$ cat src/rtl/conv_pkg.sv
// Shared types and word-layout constants for the convolution input stream.
package conv_pkg;

  typedef enum logic [2:0] {
    StIdle,
    StKick,
    StBurst,
    StGap,
    StDrain,
    StWaitDone
  } state_e;

  localparam int unsigned CH1_LSB       = 0;
  localparam int unsigned CH2_LSB       = 16;
  localparam int unsigned CH_W          = 16;
  localparam int unsigned LB_LEN        = 4;
  localparam int unsigned BURST_DEFAULT = 16;

endpackage

$ cat src/rtl/stream_rd_pipe.sv
// Two-stage alignment of SRAM read data to the conv_num stream; flush drops in-flight reads.
module stream_rd_pipe
  import conv_pkg::*;
(
  input  logic        clk,
  input  logic        rst_n,
  input  logic        flush,
  input  logic        mem_req,
  input  logic [31:0] mem_rdata,
  output logic [31:0] conv_num,
  output logic        conv_num_valid
);

  logic rd_vld_q;

  always_ff @(posedge clk or negedge rst_n) begin
    if (!rst_n) begin
      rd_vld_q       <= 1'b0;
      conv_num_valid <= 1'b0;
      conv_num       <= '0;
    end else begin
      rd_vld_q       <= mem_req & ~flush;
      conv_num_valid <= rd_vld_q & ~flush;
      // conv_num holds its last value whenever no word is delivered.
      if (rd_vld_q && !flush) begin
        conv_num <= {mem_rdata[CH2_LSB +: CH_W], mem_rdata[CH1_LSB +: CH_W]};
      end
    end
  end

endmodule

$ cat src/rtl/ifmap_streamer.sv
// Streams a packed feature map from SRAM to the convolution controller in gapped bursts.
module ifmap_streamer
  import conv_pkg::*;
#(
  parameter int unsigned ADDR_W = 12,
  parameter int unsigned CNT_W  = 16
) (
  input  logic              clk,
  input  logic              rst_n,
  input  logic              go,
  input  logic              abort,
  input  logic [ADDR_W-1:0] base_addr,
  input  logic [CNT_W-1:0]  pix_total,
  input  logic [CNT_W-1:0]  burst_len,
  input  logic [CNT_W-1:0]  gap_len,
  output logic              mem_req,
  output logic [ADDR_W-1:0] mem_addr,
  input  logic [31:0]       mem_rdata,
  output logic              start,
  output logic [31:0]       conv_num,
  output logic              conv_num_valid,
  input  logic              conv_done,
  output logic              busy,
  output logic              done
);

  state_e            state_q, state_d;
  logic [ADDR_W-1:0] base_q, base_d, mem_addr_d;
  logic [CNT_W-1:0]  total_q, total_d, blen_q, blen_d, gap_q, gap_d;
  logic [CNT_W-1:0]  sent_q, sent_d, bcnt_q, bcnt_d, gcnt_q, gcnt_d;
  logic [CNT_W-1:0]  blen_eff;
  logic [CNT_W:0]    sent_inc, bcnt_inc, gcnt_inc;
  logic              flag_q, flag_d, done_d;

  assign blen_eff = (blen_q == '0) ? CNT_W'(1) : blen_q;
  assign sent_inc = {1'b0, sent_q} + (CNT_W + 1)'(1);
  assign bcnt_inc = {1'b0, bcnt_q} + (CNT_W + 1)'(1);
  assign gcnt_inc = {1'b0, gcnt_q} + (CNT_W + 1)'(1);

  always_comb begin
    state_d = state_q;
    base_d  = base_q;
    total_d = total_q;
    blen_d  = blen_q;
    gap_d   = gap_q;
    sent_d  = sent_q;
    bcnt_d  = bcnt_q;
    gcnt_d  = gcnt_q;
    flag_d  = flag_q;
    done_d  = 1'b0;

    if (conv_done && (state_q inside {StKick, StBurst, StGap, StDrain})) flag_d = 1'b1;

    unique case (state_q)
      StIdle: begin
        if (go && !abort) begin
          base_d  = base_addr;
          total_d = pix_total;
          blen_d  = burst_len;
          gap_d   = gap_len;
          sent_d  = '0;
          bcnt_d  = '0;
          gcnt_d  = '0;
          if (pix_total == '0) done_d = 1'b1;
          else state_d = StKick;
        end
      end
      StKick: state_d = StBurst;
      StBurst: begin
        sent_d = sent_inc[CNT_W-1:0];
        if (sent_inc == {1'b0, total_q}) begin
          state_d = StDrain;
          gcnt_d  = '0;
        end else if (bcnt_inc == {1'b0, blen_eff}) begin
          bcnt_d = '0;
          gcnt_d = '0;
          if (gap_q != '0) state_d = StGap;
        end else begin
          bcnt_d = bcnt_inc[CNT_W-1:0];
        end
      end
      StGap: begin
        if (gcnt_inc == {1'b0, gap_q}) begin
          state_d = StBurst;
          bcnt_d  = '0;
        end else begin
          gcnt_d = gcnt_inc[CNT_W-1:0];
        end
      end
      // Two cycles let the last request clear the read pipeline.
      StDrain: begin
        if (gcnt_inc == (CNT_W + 1)'(2)) state_d = StWaitDone;
        else gcnt_d = gcnt_inc[CNT_W-1:0];
      end
      StWaitDone: begin
        if (conv_done || flag_q) begin
          done_d  = 1'b1;
          state_d = StIdle;
        end
      end
      default: state_d = StIdle;
    endcase

    if (abort) begin
      state_d = StIdle;
      done_d  = 1'b0;
    end
    if (state_d == StIdle) flag_d = 1'b0;

    mem_addr_d = mem_addr;
    if (state_d == StBurst) mem_addr_d = base_d + sent_d[ADDR_W-1:0];
  end

  always_ff @(posedge clk or negedge rst_n) begin
    if (!rst_n) begin
      state_q  <= StIdle;
      base_q   <= '0;
      total_q  <= '0;
      blen_q   <= '0;
      gap_q    <= '0;
      sent_q   <= '0;
      bcnt_q   <= '0;
      gcnt_q   <= '0;
      flag_q   <= 1'b0;
      mem_req  <= 1'b0;
      mem_addr <= '0;
      start    <= 1'b0;
      busy     <= 1'b0;
      done     <= 1'b0;
    end else begin
      state_q  <= state_d;
      base_q   <= base_d;
      total_q  <= total_d;
      blen_q   <= blen_d;
      gap_q    <= gap_d;
      sent_q   <= sent_d;
      bcnt_q   <= bcnt_d;
      gcnt_q   <= gcnt_d;
      flag_q   <= flag_d;
      mem_req  <= (state_d == StBurst);
      mem_addr <= mem_addr_d;
      start    <= (state_d == StKick);
      busy     <= (state_d != StIdle);
      done     <= done_d;
    end
  end

  stream_rd_pipe u_rd_pipe (
    .clk            (clk),
    .rst_n          (rst_n),
    .flush          (abort),
    .mem_req        (mem_req),
    .mem_rdata      (mem_rdata),
    .conv_num       (conv_num),
    .conv_num_valid (conv_num_valid)
  );

endmodule

$ cat config.mk
export PLATFORM = sky130hd
export DESIGN_NAME = ifmap_streamer
export DESIGN_NICKNAME = d
export VERILOG_FILES = /design/src/rtl/conv_pkg.sv /design/src/rtl/stream_rd_pipe.sv /design/src/rtl/ifmap_streamer.sv
export SDC_FILE = /design/constraint.sdc
export NUM_CORES = 1
export LEC_CHECK = 0
export BUFFER_PORTS_ARGS = -buffer_cell sky130_fd_sc_hd__buf_2
export CAP_MARGIN = 15
export CORE_UTILIZATION = 40
export CTS_CLUSTER_SIZE = 8
export DETAILED_ROUTE_END_ITERATION = 10
export PLACE_DENSITY = 0.69
export SYNTH_ARGS = -nofsm -noshare
export SYNTH_HDL_FRONTEND = slang
export SYNTH_SLANG_ARGS = --single-unit
$ cat constraint.sdc
create_clock -name clk -period 4.95 [get_ports clk]
set_clock_uncertainty 0.1 [all_clocks]
set_input_delay 0 -clock clk [delete_from_list [all_inputs] [get_ports clk]]
set_output_delay 0 -clock clk [all_outputs]
set_load 0.01 [all_outputs]
Yosys cells after proc, flatten, opt, wreduce, memory -nomap -nowiden
Index checks and enable logic that the tools add are counted.
W data, S select, Z words.
{ "word_totals": {"regBits": 162, "inputBits": 97, "output_inout_bits": 49, "word_cells": 94} }
{ "op_classes": {"n_addsub": 4, "n_eq_ne": 17, "n_mux": 32, "bitwise": 3, "n_reduce_logical": 20} }
{ "op_table": {"columns": ["operator", "count"], "rows": [
  ["$mux W16", 10],
  ["$pmux W16 S4", 1],
  ["$add A16 B1 Y17 const B", 3],
  ["$eq A17 B16 Y1", 3],
  ["$pmux W16 S3", 1],
  ["$logic_not A16 Y1", 2],
  ["$pmux W16 S2", 1],
  ["$mux W3", 9],
  ["$mux W12", 2],
  ["$pmux W3 S6", 1],
  ["$eq A17 B2 Y1 const B", 1],
  ["$reduce_bool A16 Y1", 1],
  ["$add A12 B12 Y12", 1],
  ["$eq A3 B2 Y1 const B", 3],
  ["$ne A2 B2 Y1 const B", 4],
  ["$reduce_bool A4 Y1", 2],
  ["$eq A3 B1 Y1 const B", 2],
  ["$eq A3 B3 Y1 const B", 2],
  ["$logic_not A3 Y1", 2],
  ["$mux W1", 6],
  ["$reduce_bool A3 Y1", 2],
  ["$reduce_and A5 Y1", 1],
  ["$reduce_and A2 Y1", 2],
  ["$reduce_and A4 Y1", 1],
  ["other kinds (9)", 13]
]} }

Logic depth before layout (Yosys ltp)
Gate-level depths: netlist (run 1).
{ "depth": {"word_depth": 9, "depth_mapped": 18, "mapped_depth_nobuf": 16} }

Cells and area by module
A second synthesis (run 1) with hierarchy kept.
{ "hier_totals": {"cells_unflattened": 907, "hier_area_um2": 9522.9} }
{ "modules_own_cells": {"columns": ["mod", "instances", "cells_per_inst", "area_each_um2", "seq_area_each_um2"], "rows": [
  ["ifmap_streamer", 1, 835, 8119.0, 3203.1],
  ["stream_rd_pipe", 1, 72, 1403.8, 850.8]
]} }

Worst setup path before layout (run 1)
No wires, ideal clock.
{ "synth_path": {"kind": "flip-flop to flip-flop", "from": "register state_q[0]", "to": "register mem_addr[10]", "setup_ps": 127, "arrival_ps": 3701, "t_required_ps": 4723, "path_slack_ps": 1022, "stages_incl_launch_ff": 19, "n_path_buf": 3, "period_less_slack_ps": 3928, "cell_sequence": "dfrtp_1 clkbuf_1 nor3_1 nand2_1 buf_1 buf_1 mux2_2 ha_1 inv_1 fa_1 nor2b_1 o21ai_0 a21boi_0 o21ai_0 a21oi_1 a21o_1 a21oi_1 xnor2_1 mux2_1"} }
{ "synth_via": {"word_cells_on_any_way": 20, "cone_classes": "add/sub: 1; eq/ne: 6; mux: 12; reduce/logical: 1"} }
{ "synth_rtl": {"columns": ["item", "line", "text"], "rows": [
  ["start: declaration", "ifmap_streamer.sv:27", "state_e state_q, state_d;"],
  ["start signal: assignment", "ifmap_streamer.sv:116", "state_q <= StIdle;"],
  ["start signal: assignment", "ifmap_streamer.sv:131", "state_q <= state_d;"],
  ["$logic_not A3 Y1", "ifmap_streamer.sv:54", "unique case (state_q)"],
  ["$mux W12", "ifmap_streamer.sv:54", null],
  ["net base_d[0]", "ifmap_streamer.sv:28", "logic [ADDR_W-1:0] base_q, base_d, mem_addr_d;"],
  ["$add A12 B12 Y12", "ifmap_streamer.sv:111", "if (state_d == StBurst) mem_addr_d = base_d + sent_d[ADDR_W-1:0];"],
  ["end signal: assignment", "ifmap_streamer.sv:141", "mem_addr <= mem_addr_d;"],
  ["end: declaration", "ifmap_streamer.sv:17", "output logic [ADDR_W-1:0] mem_addr,"]
]} }
The timed path passes the listed nets, and every way through them passes these cells.
A chain may end at the register's enable or synchronous reset.

Worst setup path after layout (run 1)
{ "layout_path": {"from": "register gcnt_q[0]", "to": "register gcnt_q[2]"} }
{ "layout_via": {"elab_chain_len": 4, "word_cells_on_any_way": 9, "cone_classes": "add/sub: 1; eq/ne: 4; mux: 3; reduce/logical: 1"} }
{ "layout_rtl": {"columns": ["item", "line", "text"], "rows": [
  ["start: declaration", "ifmap_streamer.sv:30", "logic [CNT_W-1:0] sent_q, sent_d, bcnt_q, bcnt_d, gcnt_q, gcnt_d;"],
  ["start signal: assignment", "ifmap_streamer.sv:138", "gcnt_q <= gcnt_d;"],
  ["$add A16 B1 Y17 (*)", "ifmap_streamer.sv:38", "assign gcnt_inc = {1'b0, gcnt_q} + (CNT_W + 1)'(1);"],
  ["$eq A17 B2 Y1 or $eq A17 B16 Y1 (tied branches)", "ifmap_streamer.sv:92, ifmap_streamer.sv:83", null],
  ["$ne A2 B2 Y1 (no source line)", null, null],
  ["$reduce_and A5 Y1 (no source line)", null, null]
]} }
Every way passes the cells marked *; elsewhere a longest branch is shown, timed or not. The select of a mux whose other input is x is not followed.

==> results.yml, run 1 <==
synthesis:
  syn_area_per_cell_um2: 10.4
  yosysTopAreaCell: "dfrtp_1"
  yosysSeqAreaShare_pct: 43.5
  synthDistinctLibCells: 76
  synth_enable_flop_cells: 0
  synth.cell_area_um2: 9310
  ys_top_cells_by_area: "dfrtp_1 (44%), mux2_2 (11%), xnor2_1 (4.4%), o21ai_0 (2.8%), xor2_1 (2.5%)"
  syn_nets: 1004
  synth_cells: 891
  ys_ff_latch: 162
  synth_top_flop_cell: "dfrtp_1"
  synth_async_sr_flop_share_pct: 100
  yosys_warnings: 0
  synth.top_cell.area_share_pct: 43.5
floorplan:
  fp.dieW_um: 155
  ios: 146
  core-area_um2: 22700
  die-area_um2: 23900
  start_util_pct: 41.0
  die_height_um: 155
  rows: 55
grt:
  grt_max_degree: 74
  overflow: 0
  grt.total_usage_pct: 20.8
  first_global_vias: 7581
  antenna_found_initial: 0
  grt_pass1_wl_um: 39300
clocking:
  cts.clk_slew.worst_paths_ns: 0.07
  clock_latency_ns: 0.44
  root_buffer: "clkbuf_16"
  cts_buffers: 17
  cts.sinks: 162
  htreeDepth: 4
  cts_resized: 0
  cts_tree: "done"
  clock_path_buffers: 2
place:
  portBuffers: 145
  routabilityCongestion: 0.919
  place_ws_ns: 0.876
  hpwl_um: 15900
worst_setup_path:
  path_common_cell: "nand3_1"
  critPathArrivalTime_ns: 4.29
  path_max_fanout: 19
  critPathSlowestCell: "or2_1"
  startpoint_type: "flop"
  cp-startpoint: "gcnt_q[0]$_DFFE_PN0P_"
  path_buf_inv: 1
  critical-path-top-delay-family: "simple AND/OR/NAND/NOR gates"
  rr_startpoint: "gcnt_q[0]$_DFFE_PN0P_"
  slowest_delay_ns: 0.68
  crit_required_ns: 5.14
  path_class: "reg -> reg"
  crit_chain: "ha_1 -> and3_1 -> nand3_1 -> a2111oi_0 -> nand4bb_1 -> nor4_1 -> nand3_1 -> o211ai_2 -> buf_4 -> or2_1 -> o21ai_1"
  setup.worst_path.end_class: "flop"
power_and_ir_drop:
  ir_worst_vdd_v: 0.000230
  sw_frac_of_total_pct: 30.9
  cellPowerDensity_nw_per_um2: 350
  power_frac_comb_pct: 23.2
  pwr-share-clk_pct: 34.3
  p_int_mw: 2.86
  leakage_nw: 5.14
  p_seq_share_pct: 42.6
  switching_power_mw: 1.28
  total_power_mw: 4.14
timing:
  timing_worst_slew_pin_value_ns: 0.971
  slew_violations: 0
  hold_viol_final: 0
  grt_setup_unrepaired: "no"
  relSlewSlack_pct: 35.3
  setup_viol: 0
  fin_tns_setup_ns: 0
  setup_slack_ns: 0.843
  period_share_pct: 83.0
  fmax_ghz: 0.243
  finalCriticalPeriod_ns: 4.11
route:
  wl_per_cell_um: 16.8
  wl_um: 23600
  first_pass_iters: 5
  dr_total_vias: 7663
  drc: 0
  ant_nets: 0
  vias_per_cell: 5.45
  first_iter_violations: 440
flow_run:
  maxCapViolations: 0
final_layout:
  synthToLayoutAreaGrowth_pct: 27.2
  n_fill_cell: 2012
  final_cell_mix: "dfrtp_1 (162), buf_2 (144), dlygate4sd3_1 (96), mux2_2 (92), nor2_1 (59)"
  antenna_cells: 0
  drive_above_1_share_pct: 27.9
  num-nets-final: 1221
  final_util_pct: 52.1
  mostFrequentLayoutCell: "dfrtp_1"
hold_path:
  hp-start: "go"
  worstHoldPathType: "in -> reg"
run_status:
  status: "finished clean"
-- timing repair --
| action | in CTS | in global routing |
|---|---|---|
| endpoints found under the hold margin | 190 | 0 |
| hold buffers | 97 | 0 |
| buffers inserted | 0 | 0 |
-- path summary, 6_finish.rpt --
path / cells after the start / slack (ns) / endpoint
min in group asynchronous: 4 / 0.52 / u_rd_pipe.conv_num[27]$_DFFE_PN0P_
worst max register to register: 11 / 0.84 / gcnt_q[2]$_DFFE_PN0P_
worst min register to register: 1 / 0.38 / mem_addr[7]$_DFFE_PN0N_
worst min-delay path: 4 / 0.06 / done$_DFF_PN0_
worst max-delay path: 11 / 0.84 / gcnt_q[2]$_DFFE_PN0P_
max in group asynchronous: 4 / 3.27 / bcnt_q[5]$_DFFE_PN0P_
-- worst register-to-register path, stage by stage (launching register included) --
cell       delay (ns)
dfrtp_1          0.56
ha_1             0.35
and3_1           0.36
nand3_1          0.20
a2111oi_0        0.52
nand4bb_1        0.17
nor4_1           0.36
nand3_1          0.14
o211ai_2         0.09
buf_4            0.26
or2_1            0.68
o21ai_1          0.16
-- kinds of logic after synthesis --
family          Yosys count  synth area share (%)
simple gates            272                  16.8
compound gates          183                  13.6
flops                   162                  43.5
mux                     110                  13.2
xor+xnor                 74                  6.96
buf+inv                  74                  3.67
fa+ha+maj                16                  2.23
-- power by group through the flow --
stage	clock network, mW	registers (mW)	logic (mW)
after floorplan	0	1.79	0.538
after global placement	0	1.77	0.884
after detailed placement	0	1.78	0.898
after CTS	1.45	1.76	0.963
after global routing	1.50	1.80	1.06
final	1.42	1.76	0.959
-- routing by layer --
metal | up-vias | GRT usage, % | part of all wire (%)
li1 | 3709 | - | -
met1 | 3705 | 27.6 | 46
met2 | 217 | 34.1 | 48
met3 | 32 | 3.59 | 4.6
met4 | 0 | 7.73 | 1.9
met5 | - | 0 | 0
-- sequential cells by signal, indices dropped and copies added, names as in the netlist --
signal / count
base_q: 12
bcnt_q: 16
blen_q: 16
busy: 1
done: 1
flag_q: 1
gap_q: 16
gcnt_q: 16
mem_addr: 12
mem_req: 1
sent_q: 16
start: 1
state_q: 3
total_q: 16
u_rd_pipe.conv_num: 32
u_rd_pipe.conv_num_valid: 1
u_rd_pipe.rd_vld_q: 1
-- synth_stat cells (19+ instances only) --
| cell | number |
|---|---|
| buf_2 | 19 |
| clkbuf_1 | 20 |
| nand3_1 | 19 |
| nand2_1 | 50 |
| mux2_2 | 92 |
| xor2_1 | 27 |
| dfrtp_1 | 162 |
| a21oi_1 | 23 |
| o21ai_0 | 53 |
| xnor2_1 | 47 |
| inv_1 | 19 |
| nor2_1 | 59 |
-- area by class of cell --
cell class              instances  area (um^2)  share of cell area, %
repair buffers                253         1800                   15.2
well taps                     285          357                   3.01
clock buffers                  17          425                   3.59
multi-input cells             655         4920                   41.5
flip-flops and latches        162         4050                   34.2
clock inverters                15          220                   1.86
inverters                      19         71.3                  0.602
-- metrics by stage --
stage | hold WS (ns) | std cells | area [um^2]
final | 0.0558 | 1406 | 11800
after global routing | 0.103 | 1406 | 11800
after CTS | 0.0363 | 1405 | 11800
after detailed placement | -0.187 | 1276 | 10200
after global placement | -0.183 | 1276 | 10200
after floorplan | -0.396 | 891 | 9310
No activity file was read; power rests on OpenSTA's default activity.
==> run 2, diff against run 1 <==
==> constraint.sdc (replaced) <==
create_clock -name clk -period 4 [get_ports clk]
set_clock_uncertainty 0.1 [all_clocks]
set_input_delay 0 -clock clk [delete_from_list [all_inputs] [get_ports clk]]
set_output_delay 0 -clock clk [all_outputs]
set_load 0.01 [all_outputs]
==> run 2 against run 1 <==
Total power increased by 20%. Sequential share of layout area about the same. Highest routed layer unchanged. Clock power rose by 13%. Critical path type unchanged. Die area unchanged. Critical endpoint is now mem_addr[0]$_DFFE_PN0N_.
==> results.yml, run 2 (synthesized netlist as in run 1, its figures left out) <==
worst_setup_path:
  setup.worst_path.end_class: "flop"
  rr_startpoint: "gcnt_q[0]$_DFFE_PN0P_"
  startpoint_type: "flop"
  critPathArrivalTime_ns: 3.93
  crit_required_ns: 4.21
  path_class: "reg -> reg"
  path_max_fanout: 13
  cp-startpoint: "gcnt_q[0]$_DFFE_PN0P_"
place:
  hpwl_um: 16400
  portBuffers: 145
  routabilityCongestion: 0.936
timing:
  grt_setup_unrepaired: "no"
  relSlewSlack_pct: 48.1
  period_share_pct: 93.0
  setup_viol: 0
  fmax_ghz: 0.269
  hold_viol_final: 0
  timing_worst_slew_pin_value_ns: 0.771
  slew_violations: 0
  fin_tns_setup_ns: 0
  finalCriticalPeriod_ns: 3.72
floorplan:
  core-area_um2: 22700
  fp.dieW_um: 155
  die-area_um2: 23900
  rows: 55
  ios: 146
  die_height_um: 155
  start_util_pct: 41.0
final_layout:
  num-nets-final: 1229
  synthToLayoutAreaGrowth_pct: 27.2
  mostFrequentLayoutCell: "dfrtp_1"
  max_flop_register: "u_rd_pipe.conv_num"
  antenna_cells: 0
  n_fill_cell: 2011
  final_cell_mix: "dfrtp_1 (162), buf_2 (144), dlygate4sd3_1 (95), mux2_2 (92), nor2_1 (59)"
  largest_reg_flops: 32
  drive_above_1_share_pct: 28.6
clocking:
  htreeDepth: 4
  cts_tree: "done"
  clock_path_buffers: 2
  root_buffer: "clkbuf_16"
  cts_buffers: 17
  clock_latency_ns: 0.43
  cts.sinks: 162
  cts.clk_slew.worst_paths_ns: 0.07
grt:
  grt.total_usage_pct: 20.8
  antenna_found_initial: 0
  first_global_vias: 7646
  overflow: 0
  grt_pass1_wl_um: 39200
  grt_max_degree: 85
run_status:
  status: "finished clean"
route:
  drc: 0
  wl_per_cell_um: 17.0
  first_pass_iters: 4
  dr_total_vias: 7677
  ant_nets: 0
  first_iter_violations: 534
  vias_per_cell: 5.43
  wl_um: 24000
power_and_ir_drop:
  total_power_mw: 4.98
  cellPowerDensity_nw_per_um2: 421
  ir_worst_vdd_v: 0.000306
  leakage_nw: 5.16
flow_run:
  maxCapViolations: 0
hold_path:
  worstHoldPathType: "in -> async"
## run 2: final cells by class
type | count | area (um^2) | share of cell area, %
multi-input combinational | 655 | 4920 | 41.6
sequential | 162 | 4050 | 34.2
timing repair buffer | 261 | 1850 | 15.7
clock buffer | 18 | 439 | 3.71
tap | 285 | 357 | 3.01
clock inverter | 14 | 140 | 1.18
inverter | 19 | 71.3 | 0.602
## run 2: routing by layer
metal,GRT usage (%),part of all wire [%],wire length (um)
met5,0,0,0
met3,4.20,4.5,1070
met2,34.1,48,11500
met4,7.21,1.7,410
met1,27.4,46,11000
## run 2: power breakdown
group | switching, mW | internal [mW]
clock network | 0.758 | 0.845
registers | 0.238 | 1.94
logic | 0.562 | 0.638
## run 2: path summary, 6_finish.rpt
kind	end	slack, ns	cells past startpoint
worst max register to register	mem_addr[0]$_DFFE_PN0N_	0.28	11
min in group clk	done$_DFF_PN0_	0.08	4
max in group asynchronous	bcnt_q[8]$_DFFE_PN0P_	2.79	3
worst max-delay path	mem_addr[0]$_DFFE_PN0N_	0.28	11
worst min register to register	mem_addr[2]$_DFFE_PN0N_	0.39	1
worst min-delay path	u_rd_pipe.conv_num[13]$_DFFE_PN0P_	0.07	2
## run 2: worst max-delay path, cell delays in order, from the launching register on
cell and delay (ns):
dfrtp_1 0.56, ha_1 0.36, and3_1 0.38, and4_1 0.31
xnor2_1 0.13, o211ai_1 0.14, or3_1 0.33, o31a_1 0.30
a211oi_2 0.24, and2_1 0.17, buf_4 0.22, mux2_1 0.34
## run 2: stage by stage
step,hold WS [ns],util [%],std cells,setup slack (ns),area (um^2)
after floorplan,-0.396,-,891,0.0717,9310
after global placement,-0.00631,45.3,1286,0.334,10300
after detailed placement,-0.0136,45.3,1286,0.231,10300
after CTS,0.0688,52.1,1413,0.221,11800
after global routing,0.0819,52.1,1414,0.00473,11800
final,0.0676,52.1,1414,0.282,11800
## run 2: repair_timing
item                                    in CTS  in global routing
endpoints found under the hold margin      178                  0
gates resized for setup                      0                  1
buffers inserted                             0                  0
endpoints found under the setup margin       0                 12
hold buffers                                95                  0
==> run 3, diff against run 2 <==
--- a/config.mk
+++ b/config.mk
@@ -7,10 +7,12 @@
 export LEC_CHECK = 0
 export BUFFER_PORTS_ARGS = -buffer_cell sky130_fd_sc_hd__buf_2
 export CAP_MARGIN = 15
+export CELL_PAD_IN_SITES_DETAIL_PLACEMENT = 0
+export CELL_PAD_IN_SITES_GLOBAL_PLACEMENT = 1
 export CORE_UTILIZATION = 40
 export CTS_CLUSTER_SIZE = 8
 export DETAILED_ROUTE_END_ITERATION = 10
-export PLACE_DENSITY = 0.69
+export PLACE_DENSITY = 0.82
 export SYNTH_ARGS = -nofsm -noshare
 export SYNTH_HDL_FRONTEND = slang
 export SYNTH_SLANG_ARGS = --single-unit
==> constraint.sdc (replaced) <==
create_clock -name clk -period 4.25 [get_ports clk]
set_clock_uncertainty 0.1 [all_clocks]
set_input_delay 0 -clock clk [delete_from_list [all_inputs] [get_ports clk]]
set_output_delay 0 -clock clk [all_outputs]
set_load 0.01 [all_outputs]
==> run 3 against run 2 <==
Final cell count shrank 0.35%. Wire length grew 0.25%. Register-to-register slack gained 0.20 ns. Setup slack gained 0.20 ns. Critical path depth is the same. Sequential cell count is the same. Highest routed layer unchanged. Fmax shrank 1.5%.
==> results.yml, run 3 (synthesized netlist as in run 1, its figures left out) <==
place:
  routabilityCongestion: 0.878
  post_dp_cell_area_um2: 10300
  hpwl_um: 16500
  placedCellCount: 1282
  portBuffers: 145
final_layout:
  synthToLayoutAreaGrowth_pct: 27.1
  design_area_um2: 11800
  largest_reg_flops: 32
  final_cell_mix: "dfrtp_1 (162), buf_2 (144), dlygate4sd3_1 (95), mux2_2 (92), nor2_1 (59)"
  finalNonFillerCells: 1409
  max_flop_register: "u_rd_pipe.conv_num"
  drive_above_1_share_pct: 28.2
  num-nets-final: 1224
  antenna_cells: 0
  mostFrequentLayoutCell: "dfrtp_1"
timing:
  finalCriticalPeriod_ns: 3.77
  timing_worst_slew_pin_value_ns: 0.928
  hold_viol_final: 0
  slew_violations: 0
  fmax_ghz: 0.265
  grt_setup_unrepaired: "no"
  fin_tns_setup_ns: 0
  relSlewSlack_pct: 38.2
  holdWs_ns: 0.0611
  period_share_pct: 88.8
  setup_viol: 0
power_and_ir_drop:
  cellPowerDensity_nw_per_um2: 403
  leakage_nw: 5.15
  ir_worst_vdd_v: 0.000254
  total_power_mw: 4.77
worst_setup_path:
  critical-path-top-delay-family: "simple AND/OR/NAND/NOR gates"
  r2r_cells: 11
  rr_startpoint: "gcnt_q[0]$_DFFE_PN0P_"
  path_buf_inv: 1
  critPathArrivalTime_ns: 3.97
  path_class: "reg -> reg"
  setup.worst_path.end_class: "flop"
  startpoint_type: "flop"
  path_common_cell: "nand3_1"
  r2r-end: "bcnt_q[6]$_DFFE_PN0P_"
  slowest_delay_ns: 0.56
  path_max_fanout: 12
  critPathSlowestCell: "dfrtp_1"
  reg2reg_slack_ns: 0.48
  crit_required_ns: 4.45
  crit_chain: "ha_1 -> and3_1 -> nand3_1 -> xnor2_1 -> a2111o_1 -> nor4_1 -> nand3_1 -> o2bb2ai_1 -> buf_4 -> o21ai_0 -> o31ai_1"
floorplan:
  core-area_um2: 22700
  die_height_um: 155
  die-area_um2: 23900
  ios: 146
  rows: 55
  start_util_pct: 41.0
  fp.dieW_um: 155
clocking:
  cts_buffers: 17
  root_buffer: "clkbuf_16"
  cts.sinks: 162
  clock_path_buffers: 2
  htreeDepth: 4
  cts.clk_slew.worst_paths_ns: 0.07
  hold_buffers: 95
  cts_tree: "done"
  post_cts_buffers: 0
  cts_resized: 0
  clock_latency_ns: 0.43
grt:
  grt_pass1_wl_um: 39500
  grt.total_usage_pct: 20.9
  antenna_found_initial: 0
  grt_max_degree: 98
  overflow: 0
  first_global_vias: 7762
route:
  ant_nets: 0
  first_iter_violations: 408
  vias_per_cell: 5.46
  drc: 0
  first_pass_iters: 5
  dr_total_vias: 7694
  wl_per_cell_um: 17.1
  wl_um: 24000
run_status:
  status: "finished clean"
flow_run:
  maxCapViolations: 0
hold_path:
  hp-start: "go"
  holdPathEnd: "done$_DFF_PN0_"
  worstHoldPathType: "in -> reg"
  worstHoldPathCells: 4
-- run 3: metal layers --
| metal | vias to the layer above | global-route usage (%) | share of wire, % | routed length [um] |
|---|---|---|---|---|
| li1 | 3703 | - | - | - |
| met1 | 3692 | 28.1 | 46 | 11000 |
| met2 | 258 | 33.7 | 46 | 11100 |
| met3 | 41 | 3.45 | 5.5 | 1330 |
| met4 | 0 | 8.02 | 2.3 | 564 |
| met5 | - | 0 | 0 | 0 |
-- run 3: through the flow --
step                utilization, %  worst slack (ns)
floorplan                        -             0.322
global placement              45.2             0.527
detailed placement            45.2             0.486
CTS                           52.1             0.460
global route                  52.1            0.0223
finish                        52.1             0.477
-- run 3: final cells by class --
class                   instances  area [um^2]
inverters                      19         71.3
flip-flops and latches        162         4050
repair buffers                256         1820
clock inverters                15          186
multi-input cells             655         4920
fillers                      2017        10900
clock buffers                  17          425
well taps                     285          357
-- run 3: worst register-to-register path, delay by kind of cell, from the launching register on --
kind	cells	cell delay, ns
AOI/OAI and AO/OA	4	0.98
xor gates and xnor gates	1	0.21
adders and majority gates	1	0.37
buffers and inverters	1	0.26
DFF	1	0.56
and+or+nand+nor	4	1.17
-- run 3: power by group --
part / leakage [nW] / internal (mW) / switching, mW
Clock: 0.304 / 0.853 / 0.739
Sequential: 2.05 / 1.83 / 0.232
Combinational: 2.80 / 0.597 / 0.520
Total: 5.15 / 3.28 / 1.49
-- run 3: worst max-delay path by stage --
stage                                    end             startpoint  slack (ns)  cells past startpoint
global placement    mem_addr[10]$_DFFE_PN0N_   state_q[1]$_DFF_PN0_        0.53                     15
global route        mem_addr[10]$_DFFE_PN0N_   state_q[1]$_DFF_PN0_        0.02                     15
finish                 bcnt_q[6]$_DFFE_PN0P_  gcnt_q[0]$_DFFE_PN0P_        0.48                     11
floorplan           mem_addr[10]$_DFFE_PN0N_   state_q[0]$_DFF_PN0_        0.32                     18
detailed placement  mem_addr[10]$_DFFE_PN0N_   state_q[1]$_DFF_PN0_        0.49                     15
CTS                 mem_addr[10]$_DFFE_PN0N_   state_q[1]$_DFF_PN0_        0.46                     15
